===== config.mk =====
export PLATFORM = sky130hd
export DESIGN_NAME = status_text_scroller
export DESIGN_NICKNAME = d
export VERILOG_FILES = /design/src/rtl/status_text_scroller.sv
export SDC_FILE = /design/constraint.sdc
export NUM_CORES = 1
export LEC_CHECK = 0
export CORE_ASPECT_RATIO = 1.4
export CORE_MARGIN = 2
export CORE_UTILIZATION = 60
export CTS_CLUSTER_SIZE = 30
export DETAILED_ROUTE_END_ITERATION = 8
export PLACE_DENSITY_LB_ADDON = 0.05
export SLEW_MARGIN = 20
export SYNTH_ARGS = -nofsm -noshare
export SYNTH_HDL_FRONTEND = slang
export SYNTH_SLANG_ARGS = --single-unit

===== constraint.sdc =====
create_clock -name clk -period 6.4 [get_ports clk]
set_input_delay 1.28 -clock clk [delete_from_list [all_inputs] [get_ports clk]]
set_output_delay 1.28 -clock clk [all_outputs]
set_load 0.05 [all_outputs]

===== src/rtl/status_text_scroller.sv =====
// status_text_scroller
// Turns the recorder operating mode into four letter codes for the
// seven-segment letter decoders: PLAY, STOP, DEL, a scrolling RECORD,
// or blank. An internal tick divider paces the REC scroll and the
// alert blink. The letter outputs decode registered state only.
module status_text_scroller #(
    parameter int TICK_DIV = 25000000
) (
    input  logic       clk,
    input  logic       rst_n,
    input  logic [2:0] mode,
    input  logic       alert,
    output logic [3:0] letter3,
    output logic [3:0] letter2,
    output logic [3:0] letter1,
    output logic [3:0] letter0,
    output logic       tick
);

    localparam int              DW       = (TICK_DIV > 1) ? $clog2(TICK_DIV) : 1;
    localparam logic [DW-1:0]   DIV_LAST = DW'(TICK_DIV - 1);

    localparam logic [2:0] MODE_PLAY = 3'd1;
    localparam logic [2:0] MODE_REC  = 3'd2;
    localparam logic [2:0] MODE_STOP = 3'd3;
    localparam logic [2:0] MODE_DEL  = 3'd4;

    localparam logic [3:0] L_A     = 4'd0;
    localparam logic [3:0] L_C     = 4'd1;
    localparam logic [3:0] L_D     = 4'd2;
    localparam logic [3:0] L_E     = 4'd3;
    localparam logic [3:0] L_L     = 4'd4;
    localparam logic [3:0] L_O     = 4'd5;
    localparam logic [3:0] L_P     = 4'd6;
    localparam logic [3:0] L_R     = 4'd7;
    localparam logic [3:0] L_S     = 4'd8;
    localparam logic [3:0] L_T     = 4'd9;
    localparam logic [3:0] L_Y     = 4'd10;
    localparam logic [3:0] L_BLANK = 4'd15;

    logic [2:0]    r_mode;
    logic [2:0]    r_ofs;
    logic [DW-1:0] r_div;
    logic          r_phase;

    logic          w_mode_chg;
    logic          w_div_last;
    logic          w_tick;
    logic [3:0]    w_rec_sym [4];
    logic [3:0]    w_text    [4];
    logic [3:0]    w_letter  [4];

    // Circular REC message R,E,C,O,R,D,blank; index is ofs+0..ofs+3 (0..9).
    function automatic logic [3:0] msg_sym(input logic [3:0] idx);
        logic [3:0] sym;
        case (idx)
            4'd0, 4'd7: sym = L_R;
            4'd1, 4'd8: sym = L_E;
            4'd2, 4'd9: sym = L_C;
            4'd3:       sym = L_O;
            4'd4:       sym = L_R;
            4'd5:       sym = L_D;
            default:    sym = L_BLANK;
        endcase
        return sym;
    endfunction

    // A mode change restarts the divider, so a tick on that same edge is
    // suppressed and the pulse is withheld to match.
    assign w_mode_chg = (mode != r_mode);
    assign w_div_last = (r_div == DIV_LAST);
    assign w_tick     = w_div_last & ~w_mode_chg;
    assign tick       = w_tick;

    // Mode capture, tick divider, REC scroll offset and blink phase.
    always_ff @(posedge clk or negedge rst_n) begin
        if (!rst_n) begin
            r_mode  <= 3'd0;
            r_ofs   <= 3'd0;
            r_div   <= '0;
            r_phase <= 1'b1;
        end else if (w_mode_chg) begin
            r_mode  <= mode;
            r_ofs   <= 3'd0;
            r_div   <= '0;
            r_phase <= 1'b1;
        end else begin
            r_div <= w_div_last ? '0 : r_div + DW'(1);
            if (w_tick && (r_mode == MODE_REC)) begin
                r_ofs <= (r_ofs == 3'd6) ? 3'd0 : r_ofs + 3'd1;
            end
            if (!alert) begin
                r_phase <= 1'b1;
            end else if (w_tick) begin
                r_phase <= ~r_phase;
            end
        end
    end

    // Scroll window: digit gi shows M[ofs + 3 - gi], so letter3 leads.
    generate
        for (genvar gi = 0; gi < 4; gi++) begin : g_rec
            assign w_rec_sym[gi] = msg_sym({1'b0, r_ofs} + 4'(3 - gi));
        end
    endgenerate

    // Word selection from the registered mode; 0 and 5..7 are blank.
    always_comb begin
        w_text[3] = L_BLANK;
        w_text[2] = L_BLANK;
        w_text[1] = L_BLANK;
        w_text[0] = L_BLANK;
        case (r_mode)
            MODE_PLAY: begin
                w_text[3] = L_P;
                w_text[2] = L_L;
                w_text[1] = L_A;
                w_text[0] = L_Y;
            end
            MODE_STOP: begin
                w_text[3] = L_S;
                w_text[2] = L_T;
                w_text[1] = L_O;
                w_text[0] = L_P;
            end
            MODE_DEL: begin
                w_text[3] = L_D;
                w_text[2] = L_E;
                w_text[1] = L_L;
                w_text[0] = L_BLANK;
            end
            MODE_REC: begin
                w_text[3] = w_rec_sym[3];
                w_text[2] = w_rec_sym[2];
                w_text[1] = w_rec_sym[1];
                w_text[0] = w_rec_sym[0];
            end
            default: ;
        endcase
    end

    // Blink-off phase blanks every digit regardless of mode.
    generate
        for (genvar gi = 0; gi < 4; gi++) begin : g_blank
            assign w_letter[gi] = r_phase ? w_text[gi] : L_BLANK;
        end
    endgenerate

    assign letter3 = w_letter[3];
    assign letter2 = w_letter[2];
    assign letter1 = w_letter[1];
    assign letter0 = w_letter[0];

endmodule


==> results.md <==
* Status: finished clean
* Mapped cell area at 2222 um^2
* Final min period at 4424 ps
* Max cap viols at 0
* Clk root buf: clkbuf_8
* Die height at 76.01 um
* Pre-Repair DR Iteration Count at 4
* Most used DFF post-synth: dfrtp_1
* Synth top cells by count: dfrtp_1, o21ai_0, nor2_1
* Power per cell area at 168.3 nW/um^2
* Top cells by area, synth: dfrtp_1, ha_1, o21ai_0
* Final #Nets at 294
* CP Capture Type: output pin
* Vias in the first global route at 1867
* Worst rel slew slack at 66.51%
* Crit path kind: in2out
* Post-DRT Antenna Nets at 0
* CTS buffer count at 5
* DP HPWL at 3345 um
* Count leader, synth: dfrtp_1
* Critical Path AT at 3140 ps
* Post-CTS setup buffer count at 0
* Post-synth EDFFs at 0
* Longest Clk Path Bufs at 2
* Die area at 4213 um^2
* Initial antenna violation count at 0
* Unrepaired setup endpoints after global routing: false
* Slowest Stage Delay on Critical Path at 830 ps
* Initial Utilization at 61.54%
* Synth Net Count at 280
* Worst-path fanout max at 6
* Family with the most delay on the worst path: buffers and inverters
* Setup skew after layout at 2.470 ps
* Routed WL at 4550 um
* CTS H-tree depth at 2
* Post-CTS Resized at 0
* Fin crit share at 69.13%
* CP Launch Type: primary input
* DR vias at 1942
* Clock Pin Slew Worst Setup and Hold Paths at 70 ps
* First-pass GRT wire length at 8259 um
* Port bufs at 22
* Share of the synthesized area in the top cell type at 34.91%
* TritonCTS clock tree: done
* Residual DRC at 0
* Slew @ Worst Pin at 500.8 ps
* Synth area leader: dfrtp_1
* Setup Total Neg Slack at 0 ps
* #FFs+latches synth at 32
* Fin util at 69.92%
* N_diodes at 0
* Critical path required time at 5120 ps
* I/O Pins at 23
* Mapped Cells at 261
* Layout cells sized above 1 at 5.797%
* # rows at 26
* Largest net degree at the start of global routing at 33
* Placeable Area at 3611 um^2
* Fin. max-slew vios at 0
* Setup Viol. Count Final at 0
* Seq/Total Area, Yosys at 36.09%
* Max IR drop VDD at 0.1731 mV
* Initial detailed-routing violation count at 77
* YS warnings at 0
* Skew-Pair Late Insertion Delay at 290 ps
* Critical path's slowest cell: clkdlybuf4s50_1
* Avg Inst Size Synth at 8.514 um^2
* Synth cell types at 43
* CTS sink cnt at 32
* Cells along the critical path: clkdlybuf4s50_1 -> xnor2_1 -> nand3_1 -> nor3_1 -> clkdlybuf4s50_1
* Critical Path Most Common Cell: clkdlybuf4s50_1
* GPL Wtd Cong at 0.8456
* Max Clk Rate at 226.0 MHz
* Area growth syn-to-layout at 13.63%
* Final Hold Vio Count at 0
* Asr flop ratio synth at 100.0%
* Min-delay worst type: reg2reg
* Overflow left after global routing at 0
* Cell leakage power at 0.9185 nW
* Hold buffer count at CTS at 0
* Via density at 6.107
* Gr usage total at 24.37%
* Die Wd at 55.44 um
* R2R Setup Slk at 4100 ps
* Routed wire per std cell at 14.31 um
* Worst path bufs/invs at 2
-- logic make-up after synthesis --
logic type / synth area share, %
xor+xnor: 7.095
buf+inv: 4.785
mux: 0.5067
flops: 36.09
simple gates: 26.18
compound gates: 18.02
fa+ha+maj: 7.320
-- metrics by stage --
step	area (um^2)	hold slack (ps)	power [mW]	setup slack, ps	cells
floorplan	2222	476.1	0.2510	1763	261
global placement	2437	510.5	0.2743	1984	310
detailed placement	2437	521.9	0.2744	1967	310
CTS	2525	531.3	0.4279	1956	318
global route	2525	549.9	0.4430	1846	318
finish	2525	535.9	0.4248	1976	318
-- flip-flops by register name (all words and copies together) (netlist names) --
register	flops
r_mode	3
r_div	25
r_phase	1
r_ofs	3
-- final timing paths --
kind / startpoint / endpoint / cells past startpoint
max: mode[0] / tick / 5
min: r_div[0] / r_div[0] / 1
max reg2reg: r_div[0] / r_div[24] / 5
min reg2reg: r_div[0] / r_div[0] / 1
max in group asynchronous: rst_n / r_phase / 2
min in group asynchronous: rst_n / r_div[13] / 2
-- worst reg2reg max path, cell delays in order, from the launching register on --
cell	delay (ps)
dfrtp_1	430
ha_1	250
nand2_1	130
or4_1	730
or4_1	540
a21oi_1	150
-- power by group --
group / internal (mW) / total, mW / switching, mW
registers: 0.204 / 0.208 / 0.00403
clock network: 0.0756 / 0.155 / 0.0792
logic: 0.0213 / 0.0623 / 0.0410
-- placed cells by master, fill, tap and decap left out, types with 2 or more instances in the layout --
cell and n:
o211ai_1 3, xor2_1 4, o21a_1 4, clkdlybuf4s50_1 22, clkbuf_8 5, a21oi_1 20, a21o_1 2, nor2_1 22
nor4_1 2, nor3_1 6, and3_1 2, xnor2_1 14, nor3b_1 2, or3_1 8, o21ai_0 25, nor2b_1 8
dfrtp_1 31, a31oi_1 2, nand3_1 13, or4_1 8, nand4_1 6, clkinv_2 2, and4_1 2, nand2_1 15
ha_1 13, buf_4 2, inv_1 9, o31ai_1 7
-- metal layers --
| metal | GRT usage [%] | up-vias | share of wire (%) |
|---|---|---|---|
| met1 | 25.92 | 928 | 40 |
| met4 | 12.93 | 0 | 3.3 |
| met2 | 44.17 | 40 | 53 |
| met3 | 4.924 | 12 | 3.1 |
| met5 | 0 | - | 0 |
| li1 | - | 962 | - |
-- layout make-up --
cell class / count / area (um^2)
clock inverters: 3 / 18.77
well taps: 42 / 52.55
multi-input cells: 203 / 1314
fillers: 300 / 1086
inverters: 9 / 33.78
flip-flops and latches: 32 / 802.0
clock buffers: 5 / 68.82
repair buffers: 24 / 235.2
Note: power is estimated with default switching activity, not from simulation.
